[src/rtl/rggen_rtl_pkg.sv]
// Shared types for the rggen bus responder.
//   rggen_status          : response status codes returned on the bus
//   rggen_responder_state : responder FSM states (also exported for debug)
package rggen_rtl_pkg;

  typedef enum logic [1:0] {
    RGGEN_OKAY         = 2'b00,
    RGGEN_EXOKAY       = 2'b01,
    RGGEN_SLAVE_ERROR  = 2'b10,
    RGGEN_DECODE_ERROR = 2'b11
  } rggen_status;

  typedef enum logic [1:0] {
    RESPONDER_IDLE = 2'b00,
    RESPONDER_BUSY = 2'b01,
    RESPONDER_RESP = 2'b10
  } rggen_responder_state;

endpackage

[src/rtl/rggen_bus_responder_storage.sv]
// DEPTH x BUS_WIDTH word storage for the bus responder.
// Synchronous active-low reset clears every word; one byte-strobed write
// port (committed on the clock edge) and one combinational read port.
// Ports:
//   i_clk, i_rst_n            clock, synchronous active-low reset
//   write_enable              commit write_data into word write_index
//   write_index/write_data    target word and data
//   strobe                    per-byte write enables
//   read_index/read_data      combinational read
module rggen_bus_responder_storage #(
  parameter int BUS_WIDTH   = 32,
  parameter int DEPTH       = 16,
  parameter int INDEX_WIDTH = 4
) (
  input  logic                   i_clk,
  input  logic                   i_rst_n,
  input  logic                   write_enable,
  input  logic [INDEX_WIDTH-1:0] write_index,
  input  logic [BUS_WIDTH-1:0]   write_data,
  input  logic [BUS_WIDTH/8-1:0] strobe,
  input  logic [INDEX_WIDTH-1:0] read_index,
  output logic [BUS_WIDTH-1:0]   read_data
);

  logic [BUS_WIDTH-1:0] mem [DEPTH];

  always_ff @(posedge i_clk) begin
    if (!i_rst_n) begin
      for (int i = 0; i < DEPTH; i++) begin
        mem[i] <= '0;
      end
    end else if (write_enable) begin
      for (int b = 0; b < BUS_WIDTH / 8; b++) begin
        if (strobe[b]) begin
          mem[write_index][8*b+:8] <= write_data[8*b+:8];
        end
      end
    end
  end

  assign read_data = mem[read_index];

endmodule

[src/rtl/rggen_bus_responder_memory.sv]
// Responder end of the rggen bus backed by a small word-addressed memory.
// Each request runs IDLE -> (BUSY for WAIT_CYCLES cycles) -> RESP -> IDLE.
// Optional feature macro: RGGEN_BUS_RESPONDER_LOCK_EN adds the i_lock port;
// a write captured while i_lock is high answers SLAVE_ERROR and is dropped.
//
// Handshake: the initiator raises bus_valid with stable request fields and
// holds them until bus_ready; bus_ready is a one-cycle pulse in RESP that
// carries bus_status/bus_read_data. Request fields are captured on the
// first IDLE cycle that sees bus_valid, so an early drop of bus_valid does
// not cancel the transaction.
//
// Ports:
//   i_clk, i_rst_n     clock, synchronous active-low reset
//   bus_valid .. bus_strobe       request from initiator
//   bus_ready, bus_status, bus_read_data  registered response
//   o_busy             high while a request is held (BUSY or RESP)
//   i_lock             write lock (lock build only)
//   debug_state        current FSM state
module rggen_bus_responder_memory
  import rggen_rtl_pkg::*;
#(
  parameter int ADDRESS_WIDTH = 8,
  parameter int BUS_WIDTH     = 32,
  parameter int DEPTH         = 16,
  parameter int WAIT_CYCLES   = 0
) (
  input  logic                     i_clk,
  input  logic                     i_rst_n,
  input  logic                     bus_valid,
  input  logic [ADDRESS_WIDTH-1:0] bus_address,
  input  logic                     bus_write,
  input  logic [BUS_WIDTH-1:0]     bus_write_data,
  input  logic [BUS_WIDTH/8-1:0]   bus_strobe,
  output logic                     bus_ready,
  output logic [1:0]               bus_status,
  output logic [BUS_WIDTH-1:0]     bus_read_data,
  output logic                     o_busy,
`ifdef RGGEN_BUS_RESPONDER_LOCK_EN
  input  logic                     i_lock,
`endif
  output logic [1:0]               debug_state
);

  localparam int ADDRESS_LSB    = $clog2(BUS_WIDTH) - 3;
  localparam int INDEX_WIDTH    = (DEPTH > 1) ? $clog2(DEPTH) : 1;
  localparam int COUNT_WIDTH    = $clog2(WAIT_CYCLES + 1);
  localparam int CW             = (COUNT_WIDTH > 0) ? COUNT_WIDTH : 1;
  localparam int WORD_ADDR_BITS = ADDRESS_WIDTH - ADDRESS_LSB;

  rggen_responder_state state;
  rggen_status          status;
  logic [CW-1:0]          counter;
  logic [INDEX_WIDTH-1:0] cap_index;
  logic                   cap_write;
  logic                   cap_error;
  logic [BUS_WIDTH-1:0]   cap_write_data;
  logic [BUS_WIDTH/8-1:0] cap_strobe;

  logic [WORD_ADDR_BITS-1:0] live_index;
  logic                      lock_hit;
  logic                      live_error;
  logic [INDEX_WIDTH-1:0]    rd_index;
  logic                      resp_error;
  logic                      resp_write;
  rggen_status               resp_status;
  logic [BUS_WIDTH-1:0]      resp_data;
  logic [BUS_WIDTH-1:0]      storage_read_data;
  logic                      write_enable;

  // Sub-word address bits carry no meaning for a word memory.
  wire unused_address_lsbs = ^bus_address[ADDRESS_LSB-1:0];

  assign live_index = bus_address[ADDRESS_WIDTH-1:ADDRESS_LSB];

`ifdef RGGEN_BUS_RESPONDER_LOCK_EN
  assign lock_hit = bus_write & i_lock;
`else
  assign lock_hit = 1'b0;
`endif

  assign live_error = (32'(live_index) >= 32'(DEPTH)) || lock_hit;

  // The response is computed on the cycle that enters RESP: from the live
  // request when coming straight from IDLE, else from the captured copy.
  always_comb begin
    rd_index    = cap_index;
    resp_error  = cap_error;
    resp_write  = cap_write;
    if (state == RESPONDER_IDLE) begin
      rd_index   = live_index[INDEX_WIDTH-1:0];
      resp_error = live_error;
      resp_write = bus_write;
    end
    resp_status = resp_error ? RGGEN_SLAVE_ERROR : RGGEN_OKAY;
    resp_data   = (resp_error || resp_write) ? '0 : storage_read_data;
  end

  // Writes land on the edge that ends RESP, so a reset during RESP wins.
  assign write_enable = (state == RESPONDER_RESP) && cap_write && !cap_error;

  always_ff @(posedge i_clk) begin
    if (!i_rst_n) begin
      state          <= RESPONDER_IDLE;
      bus_ready      <= 1'b0;
      status         <= RGGEN_OKAY;
      bus_read_data  <= '0;
      o_busy         <= 1'b0;
      counter        <= '0;
      cap_index      <= '0;
      cap_write      <= 1'b0;
      cap_error      <= 1'b0;
      cap_write_data <= '0;
      cap_strobe     <= '0;
    end else begin
      case (state)
        RESPONDER_IDLE: begin
          if (bus_valid) begin
            cap_index      <= live_index[INDEX_WIDTH-1:0];
            cap_write      <= bus_write;
            cap_error      <= live_error;
            cap_write_data <= bus_write_data;
            cap_strobe     <= bus_strobe;
            o_busy         <= 1'b1;
            if (WAIT_CYCLES == 0) begin
              state         <= RESPONDER_RESP;
              bus_ready     <= 1'b1;
              status        <= resp_status;
              bus_read_data <= resp_data;
            end else begin
              counter <= CW'(WAIT_CYCLES - 1);
              state   <= RESPONDER_BUSY;
            end
          end
        end
        RESPONDER_BUSY: begin
          if (counter == '0) begin
            state         <= RESPONDER_RESP;
            bus_ready     <= 1'b1;
            status        <= resp_status;
            bus_read_data <= resp_data;
          end else begin
            counter <= counter - 1'b1;
          end
        end
        RESPONDER_RESP: begin
          state     <= RESPONDER_IDLE;
          bus_ready <= 1'b0;
          o_busy    <= 1'b0;
        end
        default: begin
          state     <= RESPONDER_IDLE;
          bus_ready <= 1'b0;
          o_busy    <= 1'b0;
        end
      endcase
    end
  end

  assign bus_status  = status;
  assign debug_state = state;

  rggen_bus_responder_storage #(
    .BUS_WIDTH   (BUS_WIDTH),
    .DEPTH       (DEPTH),
    .INDEX_WIDTH (INDEX_WIDTH)
  ) u_storage (
    .i_clk        (i_clk),
    .i_rst_n      (i_rst_n),
    .write_enable (write_enable),
    .write_index  (cap_index),
    .write_data   (cap_write_data),
    .strobe       (cap_strobe),
    .read_index   (rd_index),
    .read_data    (storage_read_data)
  );

endmodule
[config.mk]
export PLATFORM = sky130hd
export DESIGN_NAME = rggen_bus_responder_memory
export DESIGN_NICKNAME = d
export VERILOG_FILES = /design/src/rtl/rggen_rtl_pkg.sv /design/src/rtl/rggen_bus_responder_storage.sv /design/src/rtl/rggen_bus_responder_memory.sv
export SDC_FILE = /design/constraint.sdc
export NUM_CORES = 1
export LEC_CHECK = 0
export ABC_AREA = 1
export BUFFER_PORTS_ARGS = -buffer_cell sky130_fd_sc_hd__buf_4
export CAP_MARGIN = 20
export CELL_PAD_IN_SITES_DETAIL_PLACEMENT = 0
export CELL_PAD_IN_SITES_GLOBAL_PLACEMENT = 1
export CORE_MARGIN = 4
export CORE_UTILIZATION = 29
export CTS_CLUSTER_SIZE = 8
export DETAILED_ROUTE_END_ITERATION = 8
export HOLD_SLACK_MARGIN = 0.06
export PLACE_DENSITY_LB_ADDON = 0.25
export SYNTH_ARGS = -nofsm -noshare
export SYNTH_HDL_FRONTEND = slang
export SYNTH_SLANG_ARGS = --single-unit
[constraint.sdc]
create_clock -name i_clk -period 2.1 [get_ports i_clk]
set_input_delay 0.105 -clock i_clk [delete_from_list [all_inputs] [get_ports i_clk]]
set_output_delay 0.105 -clock i_clk [all_outputs]
set_load 0.02 [all_outputs]
==> out/qor.txt <==
Reg area = 0.0169 mm2
cell breakdown of the critical path = buf_4 -> o21ai_4 -> buf_12 -> nand3_1 -> nand3_1 -> nand3_1 -> nand3_1 -> a21oi_1
row cnt = 109
status = complete, no violations
area of the die = 0.0937 mm2
Worst setup EP type = register
GPL Wtd Cong = 0.799
Tot GR Track Use = 0.167
distinct cell type count after synthesis = 23
minimum clock period = 2.00 ns
layout cells sized above 1 = 0.130
initial antenna violation count = 0
area leader, netlist = edfxtp_1
die width = 306 um
io pins = 86
H-tree depth = 3
Initial Util = 0.292
Achievable Freq = 499 MHz
Final Max Tran Viols = 0
Worst-Margin Slew = 0.655 ns
first-pass GRT wire length = 120000 um
Die Span Y = 306 um
Fin Clk Skew = 0.0224 ns
dpl hpwl = 51300 um
via count = 20000
min setup slack post-route = 0.0952 ns
antenna-violating nets left = 0
antenna fix cells = 0
Place WS = 0.0748 ns
drt total wl = 81400 um
Worst Hold End = bus_read_data[30]$_SDFFE_PN0P_
delay of the slowest critical-path stage = 0.34 ns
core area = 0.0882 mm2
Hold Path Class = in -> reg
CTS Sinks = 588
clock latency on the worst-skew pair = 0.61 ns
DRT iter0 DRCs = 1610
sequential area share after synthesis = 0.656
TritonCTS clock tree = yes
Worst Path Arrival = 2.48 ns
drt first pass iters = 5
Worst Hold Depth = 6
Fin. Hold Viols = 0
VDD IR-drop max = 0.596 mV
Area growth syn-to-layout = 23.9%
Worst-path clk slew = 0.05 ns
r2r startpoint = o_busy$_SDFFE_PN0P_
synthesized area per cell = 9.68 um2
Yosys reg bits = 588
max_slew headroom = 0.560
max-cap violation count = 0
Root Driver = clkbuf_16
port buffer count = 81
final cell count without fillers = 4134
Residual DRC = 0
vias in the first global route = 20000
final worst path period share = 0.955
multi-input logic area = 0.00781 mm2
slowest CP cell = dfxtp_2
CP bufs+invs = 2
# fillers = 8862
top cell type's share of synthesized area = 0.597
vias per cell = 4.83
most used cell, CP = nand3_1
CP Data Required Time = 2.57 ns
PwrDens = 898 mW/mm2
critical path startpoint category = register
Setup CP Type = reg -> reg
remaining global-route overflow = 0
Crit path max-delay family = simple AND/OR/NAND/NOR gates
min-delay src = bus_address[6]
Cells after DPL = 3916
largest net degree at the start of global routing = 91
routed len/inst = 19.7 um
yosys warns = 0
Synth area leaders = edfxtp_1 (60%), nand3_1 (10%), nand2_1 (9.6%)
R2R Setup Slk = 0.1 ns
Leak Pwr = 11.8 nW
cells on worst reg2reg path = 8
Syn Inst Count = 2662
reg2reg end = bus_read_data[9]$_SDFFE_PN0P_
Syn Std Cell Area = 0.0258 mm2
fin nets = 2946
crit-path max FO = 28
CTS max path bufs = 3
# setup viols final = 0
CTS Buf Count = 83
==> layout by cell type, fill, tap and decap left out, types with 26 or more instances in the layout <==
cell type / instances
clkbuf_1: 66
dfxtp_1: 74
edfxtp_1: 512
a21oi_1: 71
clkinv_1: 33
inv_1: 26
buf_4: 234
dlygate4sd3_1: 50
o21ai_0: 37
nand2_1: 657
buf_12: 33
nand3_1: 520
nor2_1: 534
clkbuf_16: 89
==> report_power, final <==
part	internal [W]	leakage, nW	switching [W]
Sequential	0.0131	5.92	0.000124
Combinational	0.000937	4.70	0.00201
Clock	0.00758	1.15	0.00496
Total	0.0216	11.8	0.00709
==> cell type report <==
type | instances | area share
tap | 1165 | 0.0456
timing repair buffer | 326 | 0.0974
clock buffer | 151 | 0.0744
multi-input combinational | 1839 | 0.245
inverter | 60 | 0.00705
sequential | 588 | 0.529
clock inverter | 5 | 0.00184
==> layer usage <==
layer	vias up	global-route usage	share of wire
li1	9520	-	-
met1	9833	0.227	0.45
met2	504	0.282	0.48
met3	125	0.0229	0.045
met4	0	0.0463	0.025
met5	-	0	0
==> synth_stat cells <==
cell / count
nand2_1: 660
clkinv_1: 33
nor2_2: 4
dfxtp_1: 76
or2_2: 1
o21ai_0: 37
clkbuf_1: 63
buf_6: 14
o21ai_2: 2
conb_1: 1
nand3_1: 520
nand3b_1: 2
inv_1: 26
buf_2: 81
edfxtp_1: 512
nor2_1: 534
inv_2: 1
buf_4: 16
nand2_2: 2
o21ai_1: 2
nor3_1: 1
buf_1: 3
a21oi_1: 71
==> timing repair <==
| item | CTS | global route |
|---|---|---|
| gates resized for setup | 0 | 8 |
| endpoints found under the setup margin | 0 | 36 |
| buffers inserted | 0 | 7 |
| hold endpoints to repair | 61 | 0 |
| hold buffers | 50 | 0 |
==> sequential cells by signal, summed over array words and instances, names as in the netlist <==
| signal | count |
|---|---|
| o_busy | 1 |
| cap_write | 1 |
| u_storage.mem | 512 |
| cap_index | 4 |
| cap_write_data | 32 |
| cap_strobe | 4 |
| bus_read_data | 32 |
| bus_status | 1 |
| cap_error | 1 |
==> per-stage QoR <==
stage / power, W / setup TNS (ns) / area [um2] / util / hold slack [ns]
5_1_grt: 0.0298 / -0.00167 / 31900 / 0.362 / 0.123
4_1_cts: 0.0290 / 0 / 31700 / 0.359 / 0.0970
6_report: 0.0287 / 0 / 31900 / 0.362 / 0.105
3_3_place_gp: 0.0162 / 0 / 28800 / 0.326 / 0.359
2_1_floorplan: 0.0150 / 0 / 25800 / - / 0.254
3_5_place_dp: 0.0162 / 0 / 28800 / 0.326 / 0.367
==> logic make-up after synthesis <==
family,Yosys count,share of synthesized area
compound gates,112,0.0220
buf+inv,237,0.0449
flops,588,0.656
other cells,1,0.000146
simple gates,1724,0.277
==> worst register-to-register path, delay by kind of cell (launching register included) <==
kind | cells | cell delay [ns]
and+or+nand+nor | 4 | 0.69
DFF | 1 | 0.34
buffers and inverters | 2 | 0.44
AOI/OAI and AO/OA | 2 | 0.39
==> how the worst max path moves through the flow <==
stage	from	to	slack, ns	cells after the start
2_1_floorplan	o_busy$_SDFFE_PN0P_	u_storage.mem[0][0]$_SDFFCE_PN0P_	0.11	6
3_3_place_gp	cap_index[0]$_SDFFE_PN0P_	u_storage.mem[6][15]$_SDFFCE_PN0P_	0.08	6
3_5_place_dp	o_busy$_SDFFE_PN0P_	bus_read_data[9]$_SDFFE_PN0P_	0.07	9
4_1_cts	o_busy$_SDFFE_PN0P_	bus_read_data[9]$_SDFFE_PN0P_	0.04	9
5_1_grt	cap_index[0]$_SDFFE_PN0P_	u_storage.mem[6][12]$_SDFFCE_PN0P_	-0.001	6
6_report	o_busy$_SDFFE_PN0P_	bus_read_data[9]$_SDFFE_PN0P_	0.1	8
Power figures use the tool's default switching activity.
